===== src/rtl/fmap_ser2par_pkg.sv =====
// fmap_ser2par_pkg: geometry and number-format defaults shared by the column
// assembler and the PE array it feeds.
// Ports: none (package of localparams only).
package fmap_ser2par_pkg;

  // Array geometry: pixels per column (array height) and columns per channel.
  localparam int unsigned HIT_DEF = 56;
  localparam int unsigned WID_DEF = 56;

  // Fixed-point pixel format. Only the total width matters here: pixels are
  // copied bit-exact and never interpreted by this block.
  localparam int unsigned IW_DEF  = 24;
  localparam int unsigned FW_DEF  = 8;
  localparam int unsigned DW_DEF  = IW_DEF + FW_DEF;

endpackage


===== src/rtl/fmap_ser2par_bank.sv =====
// col_bank: one ping-pong half; HIT x DW pixel register file, a full flag and
// the channel column index of the column it holds.
// Ports: clk/rst; i_wr_en/i_wr_slot/i_wr_data pixel write; i_set_full/i_col_idx
// close a column; i_clr_full releases it; o_full/o_data/o_col_idx state out.
module col_bank
  import fmap_ser2par_pkg::*;
#(
  parameter int unsigned HIT = HIT_DEF,
  parameter int unsigned DW  = DW_DEF,
  parameter int unsigned SW  = (HIT > 1) ? $clog2(HIT) : 1,
  parameter int unsigned IXW = 6
) (
  input  logic              clk,
  input  logic              rst,
  input  logic              i_wr_en,
  input  logic [SW-1:0]     i_wr_slot,
  input  logic [DW-1:0]     i_wr_data,
  input  logic              i_set_full,
  input  logic [IXW-1:0]    i_col_idx,
  input  logic              i_clr_full,
  output logic              o_full,
  output logic [HIT*DW-1:0] o_data,
  output logic [IXW-1:0]    o_col_idx
);

  logic [DW-1:0]  r_mem [HIT];
  logic           r_full;
  logic [IXW-1:0] r_col_idx;

  // Pixel storage. The top only writes while the bank is not full, so the
  // contents stay frozen for as long as the column waits for the array.
  always_ff @(posedge clk) begin
    if (rst) begin
      for (int r = 0; r < HIT; r++) begin
        r_mem[r] <= '0;
      end
    end else if (i_wr_en) begin
      r_mem[i_wr_slot] <= i_wr_data;
    end
  end

  // Set and clear never coincide: set only happens while empty, clear only
  // while full.
  always_ff @(posedge clk) begin
    if (rst) begin
      r_full    <= 1'b0;
      r_col_idx <= '0;
    end else if (i_set_full) begin
      r_full    <= 1'b1;
      r_col_idx <= i_col_idx;
    end else if (i_clr_full) begin
      r_full    <= 1'b0;
    end
  end

  for (genvar r = 0; r < HIT; r++) begin : g_pack
    assign o_data[r*DW +: DW] = r_mem[r];
  end

  assign o_full    = r_full;
  assign o_col_idx = r_col_idx;

endmodule


===== src/rtl/fmap_ser2par.sv =====
// fmap_ser2par: packs a 1-pixel/cycle stream into HIT-pixel columns (row 0 at
// the LSBs) through two ping-pong banks; column valid one cycle after the last
// pixel. s_ready depends only on bank state, never combinationally on col_ready.
// Ports: clk/rst; s_data/s_valid/s_ready pixel stream in; col_o/col_valid/
// col_ready column out; col_idx/col_last position of col_o within its channel.
module fmap_ser2par
  import fmap_ser2par_pkg::*;
#(
  parameter int unsigned HIT = HIT_DEF,
  parameter int unsigned WID = WID_DEF,
  parameter int unsigned DW  = DW_DEF,
  localparam int unsigned SW  = (HIT > 1) ? $clog2(HIT) : 1,
  localparam int unsigned IXW = (WID > 1) ? $clog2(WID) : 1
) (
  input  logic              clk,
  input  logic              rst,
  input  logic [DW-1:0]     s_data,
  input  logic              s_valid,
  output logic              s_ready,
  output logic [HIT*DW-1:0] col_o,
  output logic              col_valid,
  input  logic              col_ready,
  output logic [IXW-1:0]    col_idx,
  output logic              col_last
);

  localparam logic [SW-1:0]  LAST_SLOT = SW'(HIT - 1);
  localparam logic [IXW-1:0] LAST_COL  = IXW'(WID - 1);

  logic           r_wr_bank;
  logic           r_rd_bank;
  logic [SW-1:0]  r_wr_cnt;
  logic [IXW-1:0] r_wr_col;

  logic              w_wr_fire;
  logic              w_col_done;
  logic              w_rd_fire;
  logic [1:0]        w_full;
  logic [1:0]        w_bank_wr;
  logic [1:0]        w_bank_set;
  logic [1:0]        w_bank_clr;
  logic [HIT*DW-1:0] w_data [2];
  logic [IXW-1:0]    w_idx  [2];

  assign s_ready    = !w_full[r_wr_bank];
  assign col_valid  = w_full[r_rd_bank];
  assign col_o      = w_data[r_rd_bank];
  assign col_idx    = w_idx[r_rd_bank];
  assign col_last   = col_valid && (col_idx == LAST_COL);

  assign w_wr_fire  = s_valid && s_ready;
  assign w_col_done = w_wr_fire && (r_wr_cnt == LAST_SLOT);
  assign w_rd_fire  = col_valid && col_ready;

  // Per-bank strobes. A fill completing on one bank and a drain of the other
  // in the same cycle both land, since the write side only targets a non-full
  // bank and the read side only a full one.
  assign w_bank_wr  = {w_wr_fire  &&  r_wr_bank, w_wr_fire  && !r_wr_bank};
  assign w_bank_set = {w_col_done &&  r_wr_bank, w_col_done && !r_wr_bank};
  assign w_bank_clr = {w_rd_fire  &&  r_rd_bank, w_rd_fire  && !r_rd_bank};

  always_ff @(posedge clk) begin
    if (rst) begin
      r_wr_bank <= 1'b0;
      r_rd_bank <= 1'b0;
      r_wr_cnt  <= '0;
      r_wr_col  <= '0;
    end else begin
      if (w_wr_fire) begin
        r_wr_cnt <= w_col_done ? '0 : r_wr_cnt + SW'(1);
      end
      if (w_col_done) begin
        r_wr_bank <= !r_wr_bank;
        r_wr_col  <= (r_wr_col == LAST_COL) ? '0 : r_wr_col + IXW'(1);
      end
      if (w_rd_fire) begin
        r_rd_bank <= !r_rd_bank;
      end
    end
  end

  for (genvar b = 0; b < 2; b++) begin : g_bank
    col_bank #(
      .HIT (HIT),
      .DW  (DW),
      .SW  (SW),
      .IXW (IXW)
    ) u_bank (
      .clk        (clk),
      .rst        (rst),
      .i_wr_en    (w_bank_wr[b]),
      .i_wr_slot  (r_wr_cnt),
      .i_wr_data  (s_data),
      .i_set_full (w_bank_set[b]),
      .i_col_idx  (r_wr_col),
      .i_clr_full (w_bank_clr[b]),
      .o_full     (w_full[b]),
      .o_data     (w_data[b]),
      .o_col_idx  (w_idx[b])
    );
  end

endmodule


===== config.mk =====
export PLATFORM = sky130hd
export DESIGN_NAME = fmap_ser2par
export DESIGN_NICKNAME = d
export VERILOG_FILES = /design/src/rtl/fmap_ser2par_pkg.sv /design/src/rtl/fmap_ser2par_bank.sv /design/src/rtl/fmap_ser2par.sv
export SDC_FILE = /design/constraint.sdc
export NUM_CORES = 2
export LEC_CHECK = 0
export CORE_ASPECT_RATIO = 0.5
export CORE_MARGIN = 3
export CORE_UTILIZATION = 40
export DETAILED_ROUTE_END_ITERATION = 6
export SETUP_SLACK_MARGIN = 0.2
export SLEW_MARGIN = 0
export SYNTH_ARGS = -nofsm -noshare
export SYNTH_HDL_FRONTEND = slang
export SYNTH_SLANG_ARGS = --single-unit

===== constraint.sdc =====
create_clock -name clk -period 3.7 [get_ports clk]
set_clock_uncertainty 0.1 [all_clocks]
set_input_delay 0.925 -clock clk [delete_from_list [all_inputs] [get_ports clk]]
set_output_delay 0.925 -clock clk [all_outputs]
set_load 0.05 [all_outputs]

==> results.cfg <==
[global_routing]
grt_overflow = 0
grt_pass1_wl_mm = 796
grt_pass1_vias = 92200
grt_max_degree = 95
grt_use_total_pct = 28.8
antenna_found_initial = 97

[pwr]
p_per_area_mw_per_mm2 = 459
combPwrFrac_pct = 10.2
p_clk_share_pct = 38.1
pwr-share-seq_pct = 51.6
leakagePower_uw = 0.0752
power_switching_uw = 23300
internal_power_uw = 67900
netSwitchingFraction_pct = 25.5
irDropWorstVdd_uv = 370

[clocking]
cts_tree = built
clock_latency_ns = 0.91
cts_buffer_depth = 4
numCtsBuffers = 340
clk_pin_slew_ns = 0.07
clock-root-buffer = clkbuf_16
htree_levels = 5
clock-sinks = 3612

[cells_and_area]
fillers = 32400
fin_nets = 12400
area_delta_synth_final_pct = 26.6
final_layout_size_suffix_gt1_share_pct = 39.8
fin_area_sq_mm = 0.198

[worst_setup_path]
arrival_ns = 2.80
worst_setup_path_end_kind = output pin
worstPathMaxFanout = 23
start_kind = flop
path_class = reg -> out
crit_required_ns = 2.67

[logic_synthesis]
synthTopCellsByCount = 3585 x and2_1, 3584 x edfxtp_1, 1799 x mux2_2, 770 x clkbuf_1, 183 x buf_2
syn_area_sq_mm = 0.157
avgSynthCellArea_sq_um = 15.2
synth_top_cell_area_share_pct = 68.7
yosysTopAreaCell = edfxtp_1
syn_inst = 10300
synth_most_common_cell = and2_1
ys_warn_count = 0
ys_types = 42
async_reset_ff_share_pct = 0
synth_area_leaders = edfxtp_1 69%, and2_1 14%, mux2_2 13%
synth-seq-cells = 3612
synth_edf_count = 3584
synthesis.nets = 10400
synth-main-ff-cell = edfxtp_1
synth.yosys.seq_area_share_pct = 69.0

[sta]
min_period_ns = 3.83
max_freq_mhz = 261
worst_slew_pin_slew_ns = 1.07
min_period_over_period_pct = 103
setup_viol_count_final = 983
fin_ws_ns = -0.127
report.final.slew_viol_count = 0
max_slew_margin_pct = 28.7
hold_violations = 0
rsz0062_at_grt = yes

[routing]
vias = 95200
ant_nets = 0
wire_per_inst_microns = 33.6
drt_iter0_drc = 11200
drt_pass1_iterations = 6
drcViolationCount = 0
drt_wl_total_mm = 600
drt-vias-per-instance = 5.32

[run_status]
status = finished, violations left
violations = setup timing

[run]
maxCapViolations = 0

[die]
io_pins = 1837
start_util_pct = 40.4
chipWidth_microns = 891
dieArea_sq_mm = 0.400
rows = 161
die_h_microns = 449
core_sq_mm = 0.388

[placed_design]
place.gp.congestion = 0.848
numPortBuffers = 1836
post-place-ws_ns = -0.292
placed_area_sq_mm = 0.183
dp_hpwl_mm = 397

[worst_hold_path]
hold_class = reg -> reg
[registers in the layout, summed over array words and instances (netlist names)]
name                     flops
g_bank.u_bank.r_mem       3584
r_rd_bank                    1
g_bank.u_bank.o_full         2
r_wr_col                     6
g_bank.u_bank.o_col_idx     12
r_wr_cnt                     6
r_wr_bank                    1
[power groups by stage]
stage          logic [uW]  registers [uW]  clock network [uW]
6_report             9330           47100               34700
5_1_grt              9470           47200               36700
4_1_cts              9260           47100               35100
3_5_place_dp         9270           48000                   0
3_3_place_gp         9250           47900                   0
2_1_floorplan        4840           47800                   0
[layer usage]
metal / part of all wire, % / track usage, % / routed length, microns / vias up
li1: - / - / - / 40300
met1: 38 / 36.4 / 226000 / 49600
met2: 47 / 46.7 / 282000 / 4215
met3: 6.9 / 3.77 / 41600 / 1098
met4: 8.4 / 19.6 / 50400 / 0
met5: 0 / 0 / 0 / -
[cell type report]
| cell class | count | area [sq um] | share of cell area [%] |
|---|---|---|---|
| clock buffers | 434 | 9020 | 4.55 |
| repair buffers | 2648 | 27300 | 13.8 |
| multi-input cells | 5758 | 45900 | 23.1 |
| diodes | 47 | 118 | 0.0593 |
| well taps | 5216 | 6530 | 3.29 |
| flip-flops and latches | 3612 | 108000 | 54.5 |
| clock inverters | 167 | 1430 | 0.719 |
| inverters | 1 | 3.75 | 0.00189 |
[critical path, cell delays in order, from the launching register on]
cell and delay, ns:
dfxtp_4 0.43, buf_12 0.17, buf_16 0.18, buf_16 0.20
buf_16 0.23, mux2_2 0.40, buf_4 0.20
[logic make-up after synthesis]
group / synth area share [%]
mux: 13.0
fa+ha+maj: 0.0160
simple gates: 15.4
flops: 69.0
xor+xnor: 0.0503
buf+inv: 2.44
compound gates: 0.0559
[what timing repair did]
| item | CTS | global route |
|---|---|---|
| resized for setup | 934 | 656 |
| buffers inserted | 41 | 20 |
| endpoints found under the hold margin | 0 | 0 |
| hold buffers | 0 | 0 |
| endpoints found under the setup margin | 1728 | 1765 |
| gates cloned | 46 | 27 |
[final timing paths]
path	from	to	slack, ns	cells after the start
worst max register to register	r_wr_cnt[3]	g_bank[0].u_bank.r_mem[13][17]	0.69	5
worst min register to register	g_bank[1].u_bank.o_col_idx[1]	g_bank[1].u_bank.o_col_idx[1]	0.35	2
worst max-delay path	r_rd_bank	col_o[1036]	-0.13	6
worst min-delay path	g_bank[1].u_bank.o_col_idx[1]	g_bank[1].u_bank.o_col_idx[1]	0.35	2
[stage by stage]
step	setup TNS [ns]	hold WS [ns]	std cells	total power [uW]	utilization [%]
floorplan	0	0.328	10300	52600	-
global placement	-60.64	0.337	17100	57100	47.2
detailed placement	-51.75	0.343	17100	57200	47.2
CTS	-192.80	0.351	17800	91400	50.5
global route	-189.32	0.381	17800	93400	51.2
finish	-45.17	0.353	17900	91100	51.2
[layout by cell type, fill, tap and decap left out, drive strengths merged, types with 2 or more instances in the layout]
cell           netlist  final
a21oi               10     10
and2              3585   3585
and3                 2      2
and3b                4      4
buf                186   2492
bufbuf               0     16
bufinv               0     21
clkbuf             770    460
clkdlybuf4s15        0     21
clkdlybuf4s50        0      3
clkinv               0    128
clkinvlp             0      6
dfxtp               28     28
diode                0     47
dlygate4sd2          0     89
edfxtp            3584   3584
ha                   2      2
inv                  1     13
mux2              1800   1800
mux2i                7      7
nand2               40     40
nand3               14     14
nand3b               7      7
nand4                5      5
nor2               128    128
nor3                 8      8
nor3b                5      5
nor4                 3      3
or2                112    112
or3                  2      2
or3b                 4      4
xnor2                3      3
xor2                 6      6
Power figures use the tool's default switching activity.
